`config.mk`:
```
export PLATFORM = sky130hd
export DESIGN_NAME = fmul_wb_queue_flat
export DESIGN_NICKNAME = d
export VERILOG_FILES = /design/src/rtl/fpu_pkg.sv /design/src/rtl/fmul_wb_queue_if.sv /design/src/rtl/fpu_sync_fifo.sv /design/src/rtl/fmul_wb_queue.sv /design/src/flat_wrapper.sv
export SDC_FILE = /design/constraint.sdc
export NUM_CORES = 1
export LEC_CHECK = 0
export BUFFER_PORTS_ARGS = -buffer_cell sky130_fd_sc_hd__buf_2
export CAP_MARGIN = 20
export CORE_MARGIN = 1
export CORE_UTILIZATION = 50
export DETAILED_ROUTE_END_ITERATION = 8
export PLACE_DENSITY = 0.77
export SLEW_MARGIN = 15
export SYNTH_ARGS = -nofsm -noshare
export SYNTH_HDL_FRONTEND = slang
export SYNTH_HIERARCHICAL = 1
export SYNTH_SLANG_ARGS = --single-unit
```
`constraint.sdc`:
```
create_clock -name sys_clk -period 3.5 [get_ports sys_clk]
set_clock_uncertainty 0.2 [all_clocks]
set_input_delay 0.7 -clock sys_clk [delete_from_list [all_inputs] [get_ports sys_clk]]
set_output_delay 0.7 -clock sys_clk [all_outputs]
set_load 0.01 [all_outputs]
```
`src/rtl/fpu_pkg.sv`:
```
// Shared FPU writeback definitions: unit latencies, tag width and the
// writeback record carried by the per-unit result queues.
package fpu_pkg;

  localparam int FMUL_LATENCY = 3;
  localparam int FPU_TAG_W    = 5;
  localparam int FPU_DATA_W   = 32;

  // One writeback record: destination tag, result and exception bits.
  typedef struct packed {
    logic [FPU_TAG_W-1:0]  tag;
    logic [FPU_DATA_W-1:0] data;
    logic                  ovf;
    logic                  unf;
  } fpu_wb_t;

endpackage : fpu_pkg

```
`src/rtl/fmul_wb_queue_if.sv`:
```
// Bundle of the issue, multiplier-return, writeback and flag signals of the
// fmul writeback queue. The queue uses the slave view; its environment
// (issuer, multiplier, writeback port) uses the master view.
interface fmul_wb_queue_if
  import fpu_pkg::*;
#(
  parameter int TAG_W = FPU_TAG_W
);

  logic             issue_valid;
  logic [TAG_W-1:0] issue_tag;
  logic             issue_ready;

  logic             mul_valid;
  logic [31:0]      mul_y;
  logic             mul_ovf;
  logic             mul_unf;

  logic             wb_valid;
  logic             wb_ready;
  logic [TAG_W-1:0] wb_tag;
  logic [31:0]      wb_data;
  logic [1:0]       wb_exc;

  logic             flags_clr;
  logic             flag_ovf;
  logic             flag_unf;
  logic             err;

  modport master (
    output issue_valid, issue_tag, mul_valid, mul_y, mul_ovf, mul_unf,
           wb_ready, flags_clr,
    input  issue_ready, wb_valid, wb_tag, wb_data, wb_exc,
           flag_ovf, flag_unf, err
  );

  modport slave (
    input  issue_valid, issue_tag, mul_valid, mul_y, mul_ovf, mul_unf,
           wb_ready, flags_clr,
    output issue_ready, wb_valid, wb_tag, wb_data, wb_exc,
           flag_ovf, flag_unf, err
  );

endinterface : fmul_wb_queue_if

```
`src/rtl/fpu_sync_fifo.sv`:
```
// Width-generic synchronous FIFO used by the FPU writeback queues.
// Push and pop may happen together at any occupancy; a push into a full
// FIFO is accepted only when a pop frees the slot in the same cycle.
module fpu_sync_fifo #(
  parameter int WIDTH = 8,
  parameter int DEPTH = 4
) (
  input  logic                     sys_clk,
  input  logic                     rstn,
  input  logic                     push,
  input  logic [WIDTH-1:0]         push_data,
  input  logic                     pop,
  output logic [WIDTH-1:0]         pop_data,
  output logic [$clog2(DEPTH):0]   count,
  output logic                     full,
  output logic                     empty
);

  localparam int AW = $clog2(DEPTH);
  localparam logic [AW-1:0] PTR_ONE  = AW'(1);
  localparam logic [AW:0]   CNT_ONE  = (AW+1)'(1);
  localparam logic [AW:0]   CNT_FULL = (AW+1)'(DEPTH);

  logic [WIDTH-1:0] mem [DEPTH];
  logic [AW-1:0]    wptr;
  logic [AW-1:0]    rptr;
  logic             push_ok;
  logic             pop_ok;

  assign empty    = (count == '0);
  assign full     = (count == CNT_FULL);
  assign pop_ok   = pop & ~empty;
  assign push_ok  = push & (~full | pop_ok);
  assign pop_data = mem[rptr];

  // Storage write at the write pointer.
  // NOTE: the storage array has no reset; count/empty qualify every read, so
  // stale contents are never observed and the array can map to plain RAM.
  always_ff @(posedge sys_clk) begin
    if (push_ok) mem[wptr] <= push_data;
  end

  // Pointer and occupancy bookkeeping; pointers wrap naturally at DEPTH.
  // NOTE: all sequential state is assigned with <= so every flop samples the
  // pre-edge values regardless of statement order.
  always_ff @(posedge sys_clk or negedge rstn) begin
    if (!rstn) begin
      wptr  <= '0;
      rptr  <= '0;
      count <= '0;
    end else begin
      if (push_ok) wptr <= wptr + PTR_ONE;
      if (pop_ok)  rptr <= rptr + PTR_ONE;
      unique case ({push_ok, pop_ok})
        2'b10:   count <= count + CNT_ONE;
        2'b01:   count <= count - CNT_ONE;
        default: count <= count;
      endcase
    end
  end

endmodule : fpu_sync_fifo

```
`src/rtl/fmul_wb_queue.sv`:
```
// Writeback queue behind the pipelined FP multiplier. A shadow pipe carries
// each issued op's destination tag alongside the multiplier, the tag is
// paired with the returning product, and results are buffered in a
// credit-protected FIFO that drains to register-file writeback.
module fmul_wb_queue
  import fpu_pkg::*;
#(
  parameter int LATENCY = FMUL_LATENCY,
  parameter int DEPTH   = 4,
  parameter int TAG_W   = FPU_TAG_W
) (
  input  logic           sys_clk,
  input  logic           rstn,
  fmul_wb_queue_if.slave bus
);

  localparam int CW = $clog2(DEPTH) + 1;
  localparam logic [CW:0] CREDIT_LIMIT = (CW+1)'(DEPTH);

  // Same layout as fpu_wb_t, sized by this instance's tag width.
  typedef struct packed {
    logic [TAG_W-1:0] tag;
    logic [31:0]      data;
    logic             ovf;
    logic             unf;
  } entry_t;

  logic [LATENCY-1:0] sh_v;
  logic [TAG_W-1:0]   sh_tag [LATENCY];

  logic               issue_ok;
  logic               pipe_v;
  logic               capture;
  logic               pop;
  logic               fifo_full;
  logic               fifo_empty;
  logic [CW-1:0]      count;
  logic [CW:0]        credit_used;
  entry_t             push_entry;
  entry_t             head;
  logic               flag_ovf_q;
  logic               flag_unf_q;
  logic               err_q;
  logic               err_set;

  assign issue_ok = bus.issue_valid & bus.issue_ready;
  assign pipe_v   = sh_v[LATENCY-1];
  assign capture  = bus.mul_valid & pipe_v;
  assign pop      = bus.wb_valid & bus.wb_ready;

  // Credit: queued results plus tags still travelling with the multiplier.
  always_comb begin
    credit_used = {1'b0, count};
    for (int i = 0; i < LATENCY; i++) begin
      credit_used = credit_used + {{CW{1'b0}}, sh_v[i]};
    end
  end

  assign bus.issue_ready = (credit_used < CREDIT_LIMIT);

  // Shadow pipe: tags advance one stage per cycle in step with the multiplier.
  always_ff @(posedge sys_clk or negedge rstn) begin
    if (!rstn) begin
      sh_v <= '0;
      for (int i = 0; i < LATENCY; i++) sh_tag[i] <= '0;
    end else begin
      sh_v[0]   <= issue_ok;
      sh_tag[0] <= bus.issue_tag;
      for (int i = 1; i < LATENCY; i++) begin
        sh_v[i]   <= sh_v[i-1];
        sh_tag[i] <= sh_tag[i-1];
      end
    end
  end

  assign push_entry = '{tag:  sh_tag[LATENCY-1],
                        data: bus.mul_y,
                        ovf:  bus.mul_ovf,
                        unf:  bus.mul_unf};

  fpu_sync_fifo #(
    .WIDTH ($bits(entry_t)),
    .DEPTH (DEPTH)
  ) u_fifo (
    .sys_clk   (sys_clk),
    .rstn      (rstn),
    .push      (capture),
    .push_data (push_entry),
    .pop       (pop),
    .pop_data  (head),
    .count     (count),
    .full      (fifo_full),
    .empty     (fifo_empty)
  );

  // Writeback head: registered storage at the read pointer, zeroed when empty.
  // NOTE: every output gets a default before the conditional so no path
  // leaves a value unassigned and no latch is inferred.
  always_comb begin
    bus.wb_valid = 1'b0;
    bus.wb_tag   = '0;
    bus.wb_data  = '0;
    bus.wb_exc   = '0;
    if (!fifo_empty) begin
      bus.wb_valid = 1'b1;
      bus.wb_tag   = head.tag;
      bus.wb_data  = head.data;
      bus.wb_exc   = {head.ovf, head.unf};
    end
  end

  // Protocol violations: issue without credit, tag/product mismatch, and a
  // capture that meets a full FIFO with no pop to make room.
  assign err_set = (bus.issue_valid & ~bus.issue_ready)
                 | (bus.mul_valid ^ pipe_v)
                 | (capture & fifo_full & ~pop);

  // Sticky flags follow popped results; a pop's bits survive a same-cycle clear.
  always_ff @(posedge sys_clk or negedge rstn) begin
    if (!rstn) begin
      flag_ovf_q <= 1'b0;
      flag_unf_q <= 1'b0;
      err_q      <= 1'b0;
    end else begin
      flag_ovf_q <= (flag_ovf_q & ~bus.flags_clr) | (pop & head.ovf);
      flag_unf_q <= (flag_unf_q & ~bus.flags_clr) | (pop & head.unf);
      err_q      <= err_q | err_set;
    end
  end

  assign bus.flag_ovf = flag_ovf_q;
  assign bus.flag_unf = flag_unf_q;
  assign bus.err      = err_q;

endmodule : fmul_wb_queue

```
`src/flat_wrapper.sv`:
```
// flat-port wrapper written by rule: the top's interface ports become plain ports
module fmul_wb_queue_flat import fpu_pkg::*;
#(
  parameter int LATENCY = FMUL_LATENCY,
  parameter int DEPTH   = 4,
  parameter int TAG_W   = FPU_TAG_W
)
  (sys_clk, rstn, bus_issue_valid, bus_issue_tag, bus_mul_valid, bus_mul_y, bus_mul_ovf, bus_mul_unf, bus_wb_ready, bus_flags_clr, bus_issue_ready, bus_wb_valid, bus_wb_tag, bus_wb_data, bus_wb_exc, bus_flag_ovf, bus_flag_unf, bus_err);
  fmul_wb_queue_if #(.TAG_W(TAG_W)) bus_i ();
  input  logic sys_clk;
  input  logic rstn;
  input wire logic [$bits(bus_i.issue_valid)-1:0] bus_issue_valid;
  input wire logic [$bits(bus_i.issue_tag)-1:0] bus_issue_tag;
  input wire logic [$bits(bus_i.mul_valid)-1:0] bus_mul_valid;
  input wire logic [$bits(bus_i.mul_y)-1:0] bus_mul_y;
  input wire logic [$bits(bus_i.mul_ovf)-1:0] bus_mul_ovf;
  input wire logic [$bits(bus_i.mul_unf)-1:0] bus_mul_unf;
  input wire logic [$bits(bus_i.wb_ready)-1:0] bus_wb_ready;
  input wire logic [$bits(bus_i.flags_clr)-1:0] bus_flags_clr;
  output wire logic [$bits(bus_i.issue_ready)-1:0] bus_issue_ready;
  output wire logic [$bits(bus_i.wb_valid)-1:0] bus_wb_valid;
  output wire logic [$bits(bus_i.wb_tag)-1:0] bus_wb_tag;
  output wire logic [$bits(bus_i.wb_data)-1:0] bus_wb_data;
  output wire logic [$bits(bus_i.wb_exc)-1:0] bus_wb_exc;
  output wire logic [$bits(bus_i.flag_ovf)-1:0] bus_flag_ovf;
  output wire logic [$bits(bus_i.flag_unf)-1:0] bus_flag_unf;
  output wire logic [$bits(bus_i.err)-1:0] bus_err;
  assign bus_i.issue_valid = bus_issue_valid;
  assign bus_i.issue_tag = bus_issue_tag;
  assign bus_i.mul_valid = bus_mul_valid;
  assign bus_i.mul_y = bus_mul_y;
  assign bus_i.mul_ovf = bus_mul_ovf;
  assign bus_i.mul_unf = bus_mul_unf;
  assign bus_i.wb_ready = bus_wb_ready;
  assign bus_i.flags_clr = bus_flags_clr;
  assign bus_issue_ready = bus_i.issue_ready;
  assign bus_wb_valid = bus_i.wb_valid;
  assign bus_wb_tag = bus_i.wb_tag;
  assign bus_wb_data = bus_i.wb_data;
  assign bus_wb_exc = bus_i.wb_exc;
  assign bus_flag_ovf = bus_i.flag_ovf;
  assign bus_flag_unf = bus_i.flag_unf;
  assign bus_err = bus_i.err;
  fmul_wb_queue #(.LATENCY(LATENCY), .DEPTH(DEPTH), .TAG_W(TAG_W)) u_core (.sys_clk(sys_clk), .rstn(rstn), .bus(bus_i));
endmodule
```
Yosys cells after proc, flatten, opt, wreduce, memory -nomap -nowiden
Memory sizes are Yosys's and may differ from the RTL's.
Cells that the tools add are included.
{"block": "word_totals", "mem_bits_rw": 156, "register_bits": 28, "n_memories": 1}
{"block": "classes", "mux": 7, "bitwise_logic": 24, "n_lt_le_gt_ge": 1, "add_sub_neg": 7, "reduce_logical": 2, "eq_ne": 3}
{"memory": "u_core.u_fifo.mem", "depth": 4, "width": 39, "rd": 1, "rd_ports_with_merged_regs": 0, "write_ports": 1, "line_no": "fpu_sync_fifo.sv:24", "source": "logic [WIDTH-1:0] mem [DEPTH];"}
{"op": "2-to-1 mux 32 bit", "count": 1}
{"op": "bitwise AND 1 bit", "count": 12}
{"op": "adder 4 x 1 -> 4 bit", "count": 2}
{"op": "bitwise OR 1 bit", "count": 6}
{"op": "case mux 3 bit (2 select lines)", "count": 1}
{"op": "2-to-1 mux 5 bit", "count": 1}
{"op": "inverter 1 bit", "count": 5}
{"op": "adder 2 x 1 -> 2 bit (second input constant)", "count": 2}
{"op": "adder 3 x 1 -> 4 bit", "count": 1}
{"op": "< comparator 4 x 3 -> 1 bit (second input constant)", "count": 1}
{"op": "adder 3 x 1 -> 3 bit (second input constant)", "count": 1}
{"op": "equality test 3 bit (second input constant)", "count": 1}
{"op": "logical NOT 3 bit", "count": 1}
{"op": "2-to-1 mux 1 bit", "count": 3}
{"op": "subtractor 3 x 1 -> 3 bit (second input constant)", "count": 1}
{"op": "equality test 2 x 1 -> 1 bit (second input constant)", "count": 1}
{"op": "equality test 2 bit (second input constant)", "count": 1}
{"op": "2-to-1 mux 2 bit", "count": 1}
{"op": "nonzero test 2 bit", "count": 1}
{"op": "XOR 1 bit", "count": 1}

Longest topological paths before layout
Gate-level depths: netlist (run 1).
{"block": "logic_depth", "word_depth": 9, "depth_mapped": 9}

By module
The synthesis (run 1) kept the hierarchy.
{"module": "fpu_sync_fifo", "area_each_um2": 6114.6, "cells_each": 255, "n_inst": 1}
{"module": "fmul_wb_queue", "area_each_um2": 935.9, "cells_each": 86, "n_inst": 1}

Worst setup path after synthesis (run 1)
Ideal clock, no wire load.
{"block": "synth_path", "kind": "in2reg", "start": "input port bus_wb_ready", "end": "register u_core.u_fifo.count[1]", "path_slack_ps": 847, "path_stages": 8, "arrival_ps": 2366, "n_path_buf": 1, "cell_sequence": "nor2b_2 buf_2 nand2b_1 or2_2 fa_1 o21ba_2 o211ai_1 a22oi_1"}
{"block": "synth_between", "elab_chain_len": 6}
{"element": "from (decl)", "line_no": "flat_wrapper.sv:18", "source": "input wire logic [$bits(bus_i.wb_ready)-1:0] bus_wb_ready;"}
{"element": "bitwise AND 1 bit *", "line_no": "fmul_wb_queue.sv:49", "source": "assign pop = bus.wb_valid & bus.wb_ready;"}
{"element": "bitwise AND 1 bit *", "line_no": "fpu_sync_fifo.sv:32", "source": "assign pop_ok = pop & ~empty;"}
{"element": "bitwise OR 1 bit", "line_no": "fpu_sync_fifo.sv:33", "source": "assign push_ok = push & (~full | pop_ok);"}
{"element": "bitwise AND 1 bit", "line_no": "fpu_sync_fifo.sv:33"}
{"element": "equality test 2 x 1 -> 1 bit or equality test 2 bit (tied branches)", "line_no": "fpu_sync_fifo.sv:54", "source": "unique case ({push_ok, pop_ok})"}
{"element": "case mux 3 bit (2 select lines) or nonzero test 2 bit (tied branches)"}
{"element": "to (signal assigned)", "line_no": "fpu_sync_fifo.sv:55", "source": "2'b10: count <= count + CNT_ONE;"}
{"element": "to (signal assigned)", "line_no": "fpu_sync_fifo.sv:56", "source": "2'b01: count <= count - CNT_ONE;"}
{"element": "to (signal assigned)", "line_no": "fpu_sync_fifo.sv:57", "source": "default: count <= count;"}
{"element": "to (decl)", "line_no": "fpu_sync_fifo.sv:14", "source": "output logic [$clog2(DEPTH):0] count,"}
Mark *: on every way between the ends. The rest lies on a longest branch, timed or not.
A chain may end at the register's enable or synchronous reset.

==> results of run 1 <==
-- flip-flops by register name (all words and copies together), names as in the netlist --
signal	count
u_core/u_fifo/mem	156
u_core/sh_tag	10
u_core/push_entry	5
u_core/sh_v	3
u_core/u_fifo/count	3
u_core/u_fifo/rptr	2
u_core/u_fifo/wptr	2
u_core/bus.err	1
u_core/bus.flag_ovf	1
u_core/bus.flag_unf	1
-- where the power goes --
part           total [W]  internal [W]  switching [W]
registers        0.00280       0.00264       0.000161
logic            0.00208       0.00103        0.00105
clock network    0.00177      0.000935       0.000839
-- cell usage in the layout, fill, tap and decap left out, drive strengths merged, types with 3 or more instances in the layout --
| cell | instances |
|---|---|
| ha | 6 |
| buf | 101 |
| dfrtp | 28 |
| nor2b | 40 |
| clkinvlp | 3 |
| xnor2 | 3 |
| inv | 22 |
| nand2 | 3 |
| clkbuf | 17 |
| edfxtp | 156 |
| mux4 | 39 |
| nand3 | 3 |
| nor2 | 4 |
| o21ai | 3 |
| and2 | 5 |
-- synth_stat cells, types with 2 or more instances --
master / count / area share [%]
edfxtp_1: 156 / 66
mux4_2: 39 / 12
nor2b_1: 39 / 3.5
dfrtp_1: 28 / 9.9
inv_1: 12 / 0.64
buf_2: 10 / 0.71
ha_1: 6 / 1.1
and2_2: 4 / 0.43
nor2_1: 4 / 0.21
buf_1: 3 / 0.16
nand2_1: 3 / 0.16
nand3_1: 3 / 0.21
o21ai_0: 3 / 0.21
xnor2_1: 3 / 0.37
clkbuf_1: 2 / 0.11
fa_1: 2 / 0.57
nand2b_1: 2 / 0.18
nand3b_1: 2 / 0.21
xor2_1: 2 / 0.25
-- through the flow --
step | total power (W) | area [µm²] | setup WS (ns) | cells | hold slack (ns)
after floorplan | 0.004230 | 7051 | 0.8466 | 341 | 0.1312
after global placement | 0.004917 | 7765 | 0.8048 | 607 | 0.1322
after detailed placement | 0.004968 | 7765 | 0.7371 | 607 | 0.1355
after CTS | 0.006750 | 8320 | 0.3963 | 639 | 0.08428
after global routing | 0.007000 | 8320 | 0.3415 | 639 | 0.1379
final | 0.006657 | 8320 | 0.4578 | 639 | 0.08184
-- per-layer routing --
layer,vias up,GRT usage [%],share of wire [%]
met1,1723,21.53,42
met3,20,4.057,3.9
li1,1539,-,-
met4,0,8.796,2.4
met2,79,28.84,52
met5,-,0,0
-- critical path: cells and delay by family, from the launching register on --
kind	cells	cell delay, ns
buf+inv	2	0.58
flops	1	0.35
simple gates	1	0.15
mux	1	0.62
-- cell type report --
class / instances / area (µm²)
well taps: 180 / 225.2
clock buffers: 17 / 425.4
flip-flops and latches: 184 / 5388
fillers: 1013 / 5507
clock inverters: 15 / 130.1
multi-input cells: 130 / 1556
inverters: 12 / 45.04
repair buffers: 101 / 550.5
-- cells by family after synthesis --
kind of cell,Yosys count,synth area share [%]
flip-flops,184,76.38
AND/OR/NAND/NOR,66,5.838
multiplexers,40,12.67
buffers and inverters,27,1.615
AO/OA/AOI/OAI,11,1.242
adder cells (fa/ha/maj),8,1.633
XOR/XNOR,5,0.6212
-- how the worst min path moves through the flow --
| stage | slack, ns | endpoint | cells after the start | from |
|---|---|---|---|---|
| 2_1_floorplan | 0.13 | u_core/push_entry[34] | 0 | u_core/sh_tag[5] |
| 3_3_place_gp | 0.13 | u_core/sh_tag[5] | 0 | u_core/sh_tag[10] |
| 3_5_place_dp | 0.14 | u_core/sh_tag[7] | 0 | u_core/sh_tag[12] |
| 4_1_cts | 0.08 | u_core/sh_tag[6] | 1 | rstn |
| 5_1_grt | 0.14 | u_core/sh_tag[11] | 1 | rstn |
| 6_report | 0.08 | u_core/sh_tag[12] | 1 | rstn |
==> reports/metrics.yaml, run 1 <==
r2r_start: "u_core/u_fifo/count[2]"
syn-num-nets: 394
track_usage_pct: 17.40
ys.warnings.count: 6
dr.pass1.iters: 5
ant_nets: 0
post_cts_resized: 0
htreeDepth: 4
layout_min_cycle_time_ns: 3.042
crit_end: "bus_wb_exc[0]"
clk_latency_ns: 0.43
start_kind: "flop"
period_share_pct: 86.92
arrival_ns: 2.14
rsz0062_at_grt: "no"
hold_buffers: 0
r2r-end: "u_core/u_fifo/count[1]"
max_stage_delay_ns: 0.62
wl_per_cell_um: 18.16
cts_tree: "built"
grt_pass1_vias: 3562
path_class: "flop to output pin"
n_antenna_cell: 0
grt_max_degree: 42
grt_pass1_wl_um: 18380
clk_pin_slew_worst_paths_ns: 0.07
tns_ns: 0
vias_per_cell: 5.260
route.detailed.drc: 0
synthArstFlopShare_pct: 15.22
num_vias: 3361
numPortBuffers: 88
clock.fmax_mhz: 328.7
synth_edf_count: 156
required_ns: 2.60
gp_congestion: 0.7341
clkSinkCount: 184
tightest_slew_ns: 0.6195
cp_max_fo: 25
synthFlopType: "edfxtp_1"
hold_path_class: "input port to asynchronous set/reset pin"
ys_ff_latch: 184
die_w_um: 120.7
grt-ovfl-total: 0
cap_violations: 0
startpoint: "u_core/u_fifo/rptr[0]"
setup-violations-final: 0
cts_made_buffers: 17
worst_path_max_delay_cell: "mux4_2"
die_height_um: 120.7
root_buffer: "clkbuf_16"
hold_viol: 0
place_hpwl_um: 7416
drv_slew: 0
synth-seq-area-share_pct: 76.38
drive_gt1_share_pct: 40.52
r2r_slack_ns: 0.94
crit_chain: "buf_4 > mux4_2 > nor2b_1 > buf_2"
fin_nets: 499
io_pins: 89
synthDistinctLibCells: 37
std_cell_rows: 43
pwr_density_cell_mw_per_mm2: 800.1
rr_worst_depth: 9
status: "completed"
syn2layout_area_growth_pct: 18.01
maxSlewHeadroom_pct: 58.70
power_leakage_nw: 3.017
cts_setup_buffers: 0
fin_util_pct: 60.18
drtIter0Drc: 244
netlist_instances: 341
die-area_mm2: 0.01458
cts_max_path_buffers: 2
antenna_found_initial: 0
core_mm2: 0.01383
start_util_pct: 50.99
routed_wl_um: 11610
peakVddDrop_v: 0.0005159
syn_area_per_cell_um2: 20.68
end_kind: "output pin"
syn_area_mm2: 0.007051
Power figures use the tool's default switching activity.
==> run 2: changes to the inputs <==
--- a/config.mk
+++ b/config.mk
@@ -11,6 +11,7 @@
 export CORE_UTILIZATION = 50
 export DETAILED_ROUTE_END_ITERATION = 8
 export PLACE_DENSITY = 0.77
+export RECOVER_POWER = 25
 export SLEW_MARGIN = 15
 export SYNTH_ARGS = -nofsm -noshare
 export SYNTH_HDL_FRONTEND = slang
==> reports/metrics.yaml, run 2 (synthesis gave the netlist of run 1 again) <==
status: "completed"
worst_path_max_delay_cell: "mux4_2"
preCtsSetupSlack_ns: 0.7371  # unchanged
route.detailed.drc: 0  # unchanged
die_height_um: 120.7  # unchanged
syn2layout_area_growth_pct: 17.60
pwr-share-comb_pct: 31.3  # about the same
die_w_um: 120.7  # unchanged
critPathBufInv: 2  # unchanged
core_mm2: 0.01383  # unchanged
p_seq_share_pct: 42.1  # about the same
cts_made_buffers: 17  # unchanged
hold_path_class: "input port to asynchronous set/reset pin"
cp_max_fo: 25  # unchanged
track_usage_pct: 17.40  # unchanged
clock.fmax_mhz: 329.8  # +0.32%
postLayoutSetupSlackWorst_ns: 0.4676  # +0.009711 ns
clk_pin_slew_worst_paths_ns: 0.07  # about the same
cap_violations: 0  # unchanged
die-area_mm2: 0.01458  # unchanged
arrival_ns: 2.13  # about the same
std_cell_rows: 43  # unchanged
setup-violations-final: 0  # unchanged
crit_chain: "buf_4 > mux4_2 > nor2b_1 > buf_2"
hold_viol: 0  # unchanged
place_hpwl_um: 7416  # unchanged
maxSlewHeadroom_pct: 58.63  # -0.074 points
hold_buffers: 0  # unchanged
grt-ovfl-total: 0  # unchanged
drive_gt1_share_pct: 35.51  # -5.0 points
critPathTopFamily: "multiplexers"
grt_pass1_vias: 3562  # unchanged
start_kind: "flop"
rsz0062_at_grt: "no"
fin_nets: 499  # unchanged
p_total_w: 0.006649  # -0.11%
max_stage_delay_ns: 0.62  # about the same
final_common_cell: "edfxtp_1"
grt_pass1_wl_um: 18380  # unchanged
path_class: "flop to output pin"
internal-power_w: 0.004603  # about the same
tightest_slew_ns: 0.6206  # +0.001114 ns
clk_latency_ns: 0.43  # about the same
cts_tree: "built"
drv_slew: 0  # unchanged
power.clock.fraction_pct: 26.6  # about the same
start_util_pct: 50.99  # unchanged
end_kind: "output pin"
num-fill-cells: 1023  # +0.99%
io_pins: 89  # unchanged
grt_max_degree: 42  # unchanged
fin_util_pct: 59.97  # -0.21 points
final_cell_mix: "156 x edfxtp_1, 65 x buf_2, 39 x nor2b_1, 39 x mux4_2, 26 x dfrtp_1"
num_vias: 3366  # +0.15%
pwr_density_cell_mw_per_mm2: 801.9  # +0.23%
antenna_found_initial: 0  # unchanged
tns_ns: 0  # unchanged
numPortBuffers: 88  # unchanged
n_antenna_cell: 0  # unchanged
layout_min_cycle_time_ns: 3.032  # -0.009711 ns
p_sw_share_pct: 30.78  # about the same
htreeDepth: 4  # unchanged
largest-register: "u_core/u_fifo/mem"
dr.pass1.iters: 4  # -1
peakVddDrop_v: 0.0005151  # -0.16%
clkSinkCount: 184  # unchanged
cts_setup_buffers: 0  # unchanged
required_ns: 2.60  # about the same
ant_nets: 0  # unchanged
drtIter0Drc: 233  # -4.5%
power_leakage_nw: 2.954  # -2.1%
vias_per_cell: 5.268  # +0.15%
period_share_pct: 86.64  # -0.28 points
p_sw_w: 0.002047  # -0.20%
post_cts_resized: 0  # unchanged
root_buffer: "clkbuf_16"
cts_max_path_buffers: 2  # unchanged
largest_register_ffs: 156  # unchanged
gp_congestion: 0.7341  # unchanged
routed_wl_um: 11630  # +0.16%
wl_per_cell_um: 18.19  # +0.16%
[run 2: cell types whose count changed in the layout (fill, tap and decap cells not counted)]
| cell | delta |
|---|---|
| buf_2 | -23 |
| clkbuf_1 | +23 |
[run 2: path summary, 6_finish.rpt]
check	cells past startpoint	end	from	slack, ns
max in group asynchronous	1	u_core/u_fifo/rptr[1]	rstn	2.58
worst max register to register	9	u_core/u_fifo/count[1]	u_core/u_fifo/count[2]	0.94
worst min register to register	0	u_core/sh_tag[9]	u_core/sh_tag[14]	0.15
worst min-delay path	1	u_core/sh_tag[12]	rstn	0.08
min in group sys_clk	0	u_core/sh_tag[9]	u_core/sh_tag[14]	0.15
worst max-delay path	4	bus_wb_exc[0]	u_core/u_fifo/rptr[0]	0.47
[run 2: per-stage QoR]
stage          area, µm²  hold slack [ns]  instances
6_report            8292          0.08133        639
2_1_floorplan       7051           0.1312        341
3_3_place_gp        7765           0.1322        607
5_1_grt             8292           0.1379        639
3_5_place_dp        7765           0.1355        607
4_1_cts             8320          0.08428        639
[run 2: cell type report]
| type | instances | area [µm²] | area share (%) |
|---|---|---|---|
| repair buffers | 101 | 521.8 | 6.292 |
| inverters | 12 | 45.04 | 0.5432 |
| flip-flops and latches | 184 | 5388 | 64.98 |
| well taps | 180 | 225.2 | 2.716 |
| clock inverters | 15 | 130.1 | 1.569 |
| clock buffers | 17 | 425.4 | 5.131 |
| multi-input cells | 130 | 1556 | 18.77 |
[run 2: power groups by stage]
stage	combinational, W	clock [W]	sequential [W]
floorplan	0.00147	0	0.00276
global placement	0.00209	0	0.00283
detailed placement	0.00212	0	0.00285
CTS	0.00214	0.00181	0.00280
global route	0.00229	0.00189	0.00282
finish	0.00208	0.00177	0.00280
[run 2: per-layer routing]
| layer | global-route usage [%] | vias to the layer above | routed length (µm) |
|---|---|---|---|
| met4 | 8.796 | 0 | 273 |
| li1 | - | 1539 | - |
| met5 | 0 | - | 0 |
| met2 | 28.84 | 76 | 6049 |
| met1 | 21.53 | 1731 | 4855 |
| met3 | 4.057 | 20 | 447 |
==> run 3: changes to the inputs <==
--- a/config.mk
+++ b/config.mk
@@ -9,6 +9,7 @@
 export CAP_MARGIN = 20
 export CORE_MARGIN = 1
 export CORE_UTILIZATION = 50
+export CTS_BUF_LIST = sky130_fd_sc_hd__clkbuf_4 sky130_fd_sc_hd__clkbuf_8
 export DETAILED_ROUTE_END_ITERATION = 8
 export PLACE_DENSITY = 0.77
 export RECOVER_POWER = 25
==> reports/metrics.yaml, run 3 (synthesis gave the netlist of run 1 again) <==
fin_nets: 499  # unchanged
cts_max_path_buffers: 2  # unchanged
cp_max_fo: 25  # unchanged
drv_slew: 0  # unchanged
path_class: "flop to output pin"
ant_nets: 0  # unchanged
setup-violations-final: 0  # unchanged
pwr_density_cell_mw_per_mm2: 759.1  # -5.3%
root_buffer: "clkbuf_8"
io_pins: 89  # unchanged
track_usage_pct: 17.18  # -0.22 points
num-fill-cells: 1045  # +2.2%
numPortBuffers: 88  # unchanged
post_cts_resized: 0  # unchanged
antenna_found_initial: 0  # unchanged
hold_viol: 0  # unchanged
rsz0062_at_grt: "no"
dr.pass1.iters: 4  # unchanged
tns_ns: 0  # unchanged
peakVddDrop_v: 0.0005401  # +4.9%
final_common_cell: "edfxtp_1"
htreeDepth: 4  # unchanged
place_hpwl_um: 7416  # unchanged
clock.fmax_mhz: 326.2  # -1.1%
design_area_mm2: 0.008099  # -2.3%
cts_tree: "built"
gp_congestion: 0.7341  # unchanged
critPathTopFamily: "multiplexers"
start_kind: "flop"
route.detailed.drc: 0  # unchanged
period_share_pct: 87.60  # +0.96 points
drive_gt1_share_pct: 35.29  # -0.22 points
critPathBufInv: 2  # unchanged
rr_worst_depth: 9  # unchanged
clk_latency_ns: 0.44  # about the same
routed_wl_um: 11470  # -1.3%
clk_pin_slew_worst_paths_ns: 0.10  # +0.03 ns
crit_chain: "buf_4 > mux4_2 > nor2b_1 > buf_2"
end_kind: "output pin"
n_antenna_cell: 0  # unchanged
largest_register_ffs: 156  # unchanged
maxSlewHeadroom_pct: 59.28  # +0.65 points
cts_setup_buffers: 0  # unchanged
max_stage_delay_ns: 0.62  # about the same
largest-register: "u_core/u_fifo/mem"
cap_violations: 0  # unchanged
grt_pass1_vias: 3581  # +0.53%
grt-ovfl-total: 0  # unchanged
vias_per_cell: 5.221  # -0.89%
die-area_mm2: 0.01458  # unchanged
hold_path_class: "input port to asynchronous set/reset pin"
final_cell_mix: "156 x edfxtp_1, 64 x buf_2, 39 x nor2b_1, 39 x mux4_2, 26 x dfrtp_1"
tightest_slew_ns: 0.6108  # -0.009814 ns
arrival_ns: 2.17  # +0.04 ns
die_height_um: 120.7  # unchanged
num_vias: 3336  # -0.89%
grt_pass1_wl_um: 18260  # -0.64%
layout_min_cycle_time_ns: 3.066  # +0.03351 ns
hold_buffers: 0  # unchanged
status: "completed"
power_leakage_nw: 2.864  # -3.0%
required_ns: 2.60  # about the same
drtIter0Drc: 260  # +12%
placed_area_mm2: 0.007765  # unchanged
std_cell_rows: 43  # unchanged
path_depth: 4  # unchanged
worst_path_max_delay_cell: "mux4_2"
die_w_um: 120.7  # unchanged
core_mm2: 0.01383  # unchanged
syn2layout_area_growth_pct: 14.87
start_util_pct: 50.99  # unchanged
cts_made_buffers: 17  # unchanged
grt_max_degree: 42  # unchanged
wl_per_cell_um: 17.95  # -1.3%
clkSinkCount: 184  # unchanged
## run 3: power by group
group | internal (W) | leakage, nW | total (W) | switching (W)
Clock | 0.000518 | 0.178 | 0.00128 | 0.000765
Sequential | 0.00264 | 1.74 | 0.00280 | 0.000160
Combinational | 0.00103 | 0.947 | 0.00207 | 0.00104
Total | 0.00418 | 2.86 | 0.00615 | 0.00197
## run 3: cell type report
class | count | area (µm²) | share of cell area (%)
Multi-Input combinational cell | 130 | 1556 | 19.22
Tap cell | 180 | 225.2 | 2.781
Sequential cell | 184 | 5388 | 66.52
Timing Repair Buffer | 101 | 520.5 | 6.427
Clock buffer | 17 | 234.0 | 2.889
Inverter | 12 | 45.04 | 0.5562
Clock inverter | 15 | 130.1 | 1.607
## run 3: layer usage
layer	vias up	global-route usage (%)	share of wire (%)	wire, µm
li1	1536	-	-	-
met2	77	28.66	53	6041
met4	0	7.099	1.6	189
met3	13	4.811	4.1	473
met1	1710	21.20	42	4767
met5	-	0	0	0
## run 3: stage by stage
step | util [%] | power, W | hold WS [ns] | instances | setup slack [ns]
finish | 58.57 | 0.006148 | 0.06186 | 639 | 0.4340
global placement | 56.16 | 0.004917 | 0.1322 | 607 | 0.8048
floorplan | - | 0.004230 | 0.1312 | 341 | 0.8466
CTS | 58.79 | 0.006253 | 0.04699 | 639 | 0.3619
global route | 58.57 | 0.006509 | 0.08995 | 639 | 0.2940
detailed placement | 56.16 | 0.004968 | 0.1355 | 607 | 0.7371
## run 3: worst paths after layout
check                                  startpoint                endpoint  slack, ns
max reg2reg                u_core/u_fifo/count[2]  u_core/u_fifo/count[1]       0.93
min reg2reg                     u_core/sh_tag[14]        u_core/sh_tag[9]       0.16
max                         u_core/u_fifo/rptr[0]           bus_wb_exc[0]       0.43
min                                          rstn        u_core/sh_tag[7]       0.06
max in group asynchronous                    rstn   u_core/u_fifo/rptr[0]       2.61
min in group sys_clk            u_core/sh_tag[14]        u_core/sh_tag[9]       0.16
